<file path="config.mk">
export PLATFORM = sky130hd
export DESIGN_NAME = bcd_serial_add_ctrl
export DESIGN_NICKNAME = d
export VERILOG_FILES = /design/src/rtl/bcd_serial_add_ctrl.sv
export SDC_FILE = /design/constraint.sdc
export NUM_CORES = 1
export LEC_CHECK = 0
export ABC_AREA = 1
export CAP_MARGIN = 5
export CORE_ASPECT_RATIO = 2
export CORE_UTILIZATION = 45
export DETAILED_ROUTE_END_ITERATION = 10
export PLACE_DENSITY = 0.73
export SLEW_MARGIN = 20
export SYNTH_ARGS = -nofsm -noshare
export SYNTH_HDL_FRONTEND = slang
export SYNTH_SLANG_ARGS = --single-unit
</file>
<file path="constraint.sdc">
create_clock -name clk -period 2.43 [get_ports clk]
set_input_delay 0.486 -clock clk [delete_from_list [all_inputs] [get_ports clk]]
set_output_delay 0.486 -clock clk [all_outputs]
set_load 0.02 [all_outputs]
</file>
<file path="src/rtl/bcd_serial_add_ctrl.sv">
// Digit-serial packed-BCD adder: one decimal digit per clock, LSD first, start/busy/done handshake.
// Define BCD_DIGIT_CHECK_EN to add a sticky non-BCD-digit flag on output err.
module bcd_serial_add_ctrl #(
    parameter int DIGITS = 4
) (
    input  logic                clk,
    input  logic                rst,
    input  logic                start,
    input  logic [4*DIGITS-1:0] a,
    input  logic [4*DIGITS-1:0] b,
    input  logic                cin,
    output logic                busy,
    output logic                done,
    output logic [4*DIGITS-1:0] sum,
    output logic                cout
`ifdef BCD_DIGIT_CHECK_EN
    ,
    output logic                err
`endif
);

    localparam int W  = 4 * DIGITS;
    localparam int CW = $clog2(DIGITS + 1);

    typedef enum logic [1:0] {IDLE, RUN, DONE} state_t;

    state_t          state;
    logic [W-1:0]    opa;
    logic [W-1:0]    opb;
    logic [W-1:0]    res;
    logic            carry;
    logic [CW-1:0]   count;

    logic [4:0]      raw;
    logic [3:0]      adj;
    logic [3:0]      digit;
    logic            cnext;
    logic            last;
    logic [W-1:0]    resnext;

    // Single-digit decimal add with +6 correction; out-of-range digits follow the same rule.
    always_comb begin
        raw   = {1'b0, opa[3:0]} + {1'b0, opb[3:0]} + {4'b0000, carry};
        adj   = raw[3:0] + 4'd6;
        cnext = (raw > 5'd9);
        digit = cnext ? adj : raw[3:0];
        last  = (count == CW'(DIGITS - 1));
    end

    generate
        if (DIGITS == 1) begin : g_one
            assign resnext = digit;
        end else begin : g_many
            assign resnext = {digit, res[W-1:4]};
        end
    endgenerate

`ifdef BCD_DIGIT_CHECK_EN
    logic sticky;
    logic digflag;

    assign digflag = (opa[3:0] > 4'd9) || (opb[3:0] > 4'd9);
`endif

    // Outputs load only on the RUN->DONE transition so partial results never appear.
    always_ff @(posedge clk) begin
        if (rst) begin
            state <= IDLE;
            busy  <= 1'b0;
            done  <= 1'b0;
            sum   <= '0;
            cout  <= 1'b0;
            opa   <= '0;
            opb   <= '0;
            res   <= '0;
            carry <= 1'b0;
            count <= '0;
`ifdef BCD_DIGIT_CHECK_EN
            sticky <= 1'b0;
            err    <= 1'b0;
`endif
        end else begin
            done <= 1'b0;
            case (state)
                IDLE: begin
                    if (start) begin
                        opa   <= a;
                        opb   <= b;
                        carry <= cin;
                        res   <= '0;
                        count <= '0;
                        state <= RUN;
                        busy  <= 1'b1;
`ifdef BCD_DIGIT_CHECK_EN
                        sticky <= 1'b0;
`endif
                    end
                end
                RUN: begin
                    opa   <= opa >> 4;
                    opb   <= opb >> 4;
                    res   <= resnext;
                    carry <= cnext;
                    count <= count + 1'b1;
`ifdef BCD_DIGIT_CHECK_EN
                    sticky <= sticky | digflag;
`endif
                    if (last) begin
                        state <= DONE;
                        sum   <= resnext;
                        cout  <= cnext;
                        done  <= 1'b1;
`ifdef BCD_DIGIT_CHECK_EN
                        err   <= sticky | digflag;
`endif
                    end
                end
                DONE: begin
                    state <= IDLE;
                    busy  <= 1'b0;
                end
                default: begin
                    state <= IDLE;
                    busy  <= 1'b0;
                end
            endcase
        end
    end

endmodule

</file>
==> flow_metrics.tcl <==
set metrics [dict create \
    vias_per_cell 5.18 \
    io_pins 55 \
    cp.arrival_ns 2.69 \
    p_leak_nw 1.61 \
    globalplace.congestion 0.825 \
    rsz0062_at_grt "true" \
    fin_total_pwr_mw 2.83 \
    hp-start "count[0]" \
    fin_nets 475 \
    worst_slew_pin_slew_ns 0.647 \
    wl_per_cell_um 13.0 \
    wl_met2_um 3720 \
    fillerInstances 559 \
    cp-end-kind "register" \
    remaining_drc_errors 0 \
    maxSlewViolCount 0 \
    drive_gt1_share_pct 10.4 \
    violations "setup timing" \
    portBuffers 54 \
    core_area_mm2 0.00611 \
    grt_max_degree 40 \
    avgSynthCellArea_um2 7.59 \
    cts_tree "yes" \
    area_growth_syn_to_layout_pct 32.1 \
    drt_iter0_drc 145 \
    crit_fanout 4 \
    worstSetupPathType "register to register" \
    layout_commonest_cell "nand2_1" \
    ys_seq_elements 69 \
    die_h_um 115 \
    synth.distinct_cells 24 \
    vias 2683 \
    fin_ws_ns -0.0441 \
    rows 40 \
    yosysSeqAreaShare_pct 47.9 \
    totalWireLength_um 6750 \
    grt_pass1_vias 2445 \
    clkSlewWorstSetupHoldPaths_ns 0.05 \
    required_ns 2.65 \
    clock_latency_ns 0.33 \
    numCtsBuffers 9 \
    power.density_mw_per_mm2 743 \
    drt-met1-wl_um 2520 \
    hold_class "register to register" \
    skew_ns 0.00693 \
    antenna_found_initial 0 \
    cap_violations 0 \
    ant_nets 0 \
    final_util_pct 62.4 \
    dieWidth_um 58.6 \
    grt_pass1_wl_um 10900 \
    htree_levels 3 \
    cts-root-buf "clkbuf_16" \
    start_kind "register" \
    critPathLaunch "carry" \
    finalSetupViolCount 1 \
    fmax_mhz 404 \
    highest_layer "met4" \
    relSlewSlack_pct 56.7 \
    gr-total-overflow 0 \
    cts_buffer_depth 2 \
    fin_crit_sh_pct 102 \
    r2r-start "carry" \
    firstDrtPassIters 4 \
    peakVddDrop_mv 0.425 \
    synth_nets 424 \
    yosys_warnings 0 \
    num_antenna_cells 0 \
    hpwl_um 4540 \
    syn-cell-area_mm2 0.00288 \
    holdWs_ns 0.459 \
    synth_cells 380 \
    grtUsageTotal_pct 21.9 \
    start_util_pct 47.2 \
    fin_setup_tns_ns -0.0441 \
    met3_length_um 296 \
    die_area_mm2 0.00675 \
    period_needed_ns 2.47 \
    final_cell_mix "nand2_1, dfxtp_1, clkdlybuf4s50_1" \
    clkSinkCount 69 \
    hold_viol 0 \
    outcome "finished with violations" \
]
## synth_stat cells (all sizes together)
cell	count	area (um2)
nand2	122	465
ha	6	75.1
dfxtp	69	1380
buf	10	55.1
nor2	18	98.8
clkbuf	12	45.0
nand3	39	195
fa	2	40.0
a21o	2	15.0
a31oi	25	156
a21oi	19	95.1
o21ai	33	169
clkinv	1	3.75
inv	20	75.1
o21bai	1	7.51
or2	1	6.26
## state kept, by name, indices dropped and copies added, names as in the netlist
register,count
sum,16
state,2
cout,1
carry,1
count,3
done,1
busy,1
res,12
opa,16
opb,16
## worst max-delay path: stages (launching register included)
cell and delay (ns):
dfxtp_2 0.33, fa_2 0.41, fa_1 0.60, inv_2 0.08
ha_4 0.17, inv_2 0.05, nor2_1 0.03, a21oi_1 0.14
nand2_2 0.12, nand2_4 0.11, nand2_2 0.07, nand2_1 0.08
a21o_1 0.14, inv_1 0.04
## per-layer routing
metal / vias to the layer above / GRT usage, %
met4: 0 / 16.3
met1: 1228 / 22.9
met5: - / 0
met3: 12 / 3.37
li1: 1365 / -
met2: 78 / 38.1
## per-stage QoR
| stage | worst slack [ns] | std cells | cell area, um2 |
|---|---|---|---|
| finish | -0.0441 | 518 | 3810 |
| global route | -0.144 | 518 | 3810 |
| floorplan | 0.143 | 380 | 2880 |
| global placement | 0.0469 | 503 | 3510 |
| detailed placement | -0.0239 | 503 | 3510 |
| CTS | 0.0370 | 517 | 3760 |
## logic make-up after synthesis
| kind of cell | synth area share [%] |
|---|---|
| flops | 47.9 |
| simple gates | 26.6 |
| compound gates | 15.4 |
| fa+ha+maj | 3.99 |
| buf+inv | 6.20 |
## worst paths after layout
check / to / slack [ns] / depth (start not counted)
worst min register to register: count[0] / 0.46 / 1
worst max-delay path: sum[13] / -0.04 / 13
worst min-delay path: count[0] / 0.46 / 1
worst max register to register: sum[13] / -0.04 / 13
## power breakdown
| part | total, mW | switching (mW) | internal (mW) | leakage (nW) |
|---|---|---|---|---|
| Sequential | 1.24 | 0.0417 | 1.19 | 0.565 |
| Clock | 1.12 | 0.450 | 0.671 | 0.123 |
| Combinational | 0.471 | 0.269 | 0.201 | 0.918 |
## final cells by class
cell class / count / area, um2 / area share [%]
clock buffers: 9 / 225 / 5.91
well taps: 84 / 105 / 2.76
clock inverters: 5 / 30.0 / 0.788
multi-input cells: 268 / 1360 / 35.6
inverters: 21 / 78.8 / 2.07
repair buffers: 62 / 629 / 16.5
flip-flops and latches: 69 / 1380 / 36.3
## what timing repair did
action / 4_1_cts / 5_1_grt
hold endpoints to repair: 0 / 0
hold buffers: 0 / 0
resized for setup: 1 / 12
setup endpoints to repair: 3 / 6
pin swaps: 0 / 6
buffers inserted: 0 / 1
Note: power is estimated with default switching activity, not from simulation.
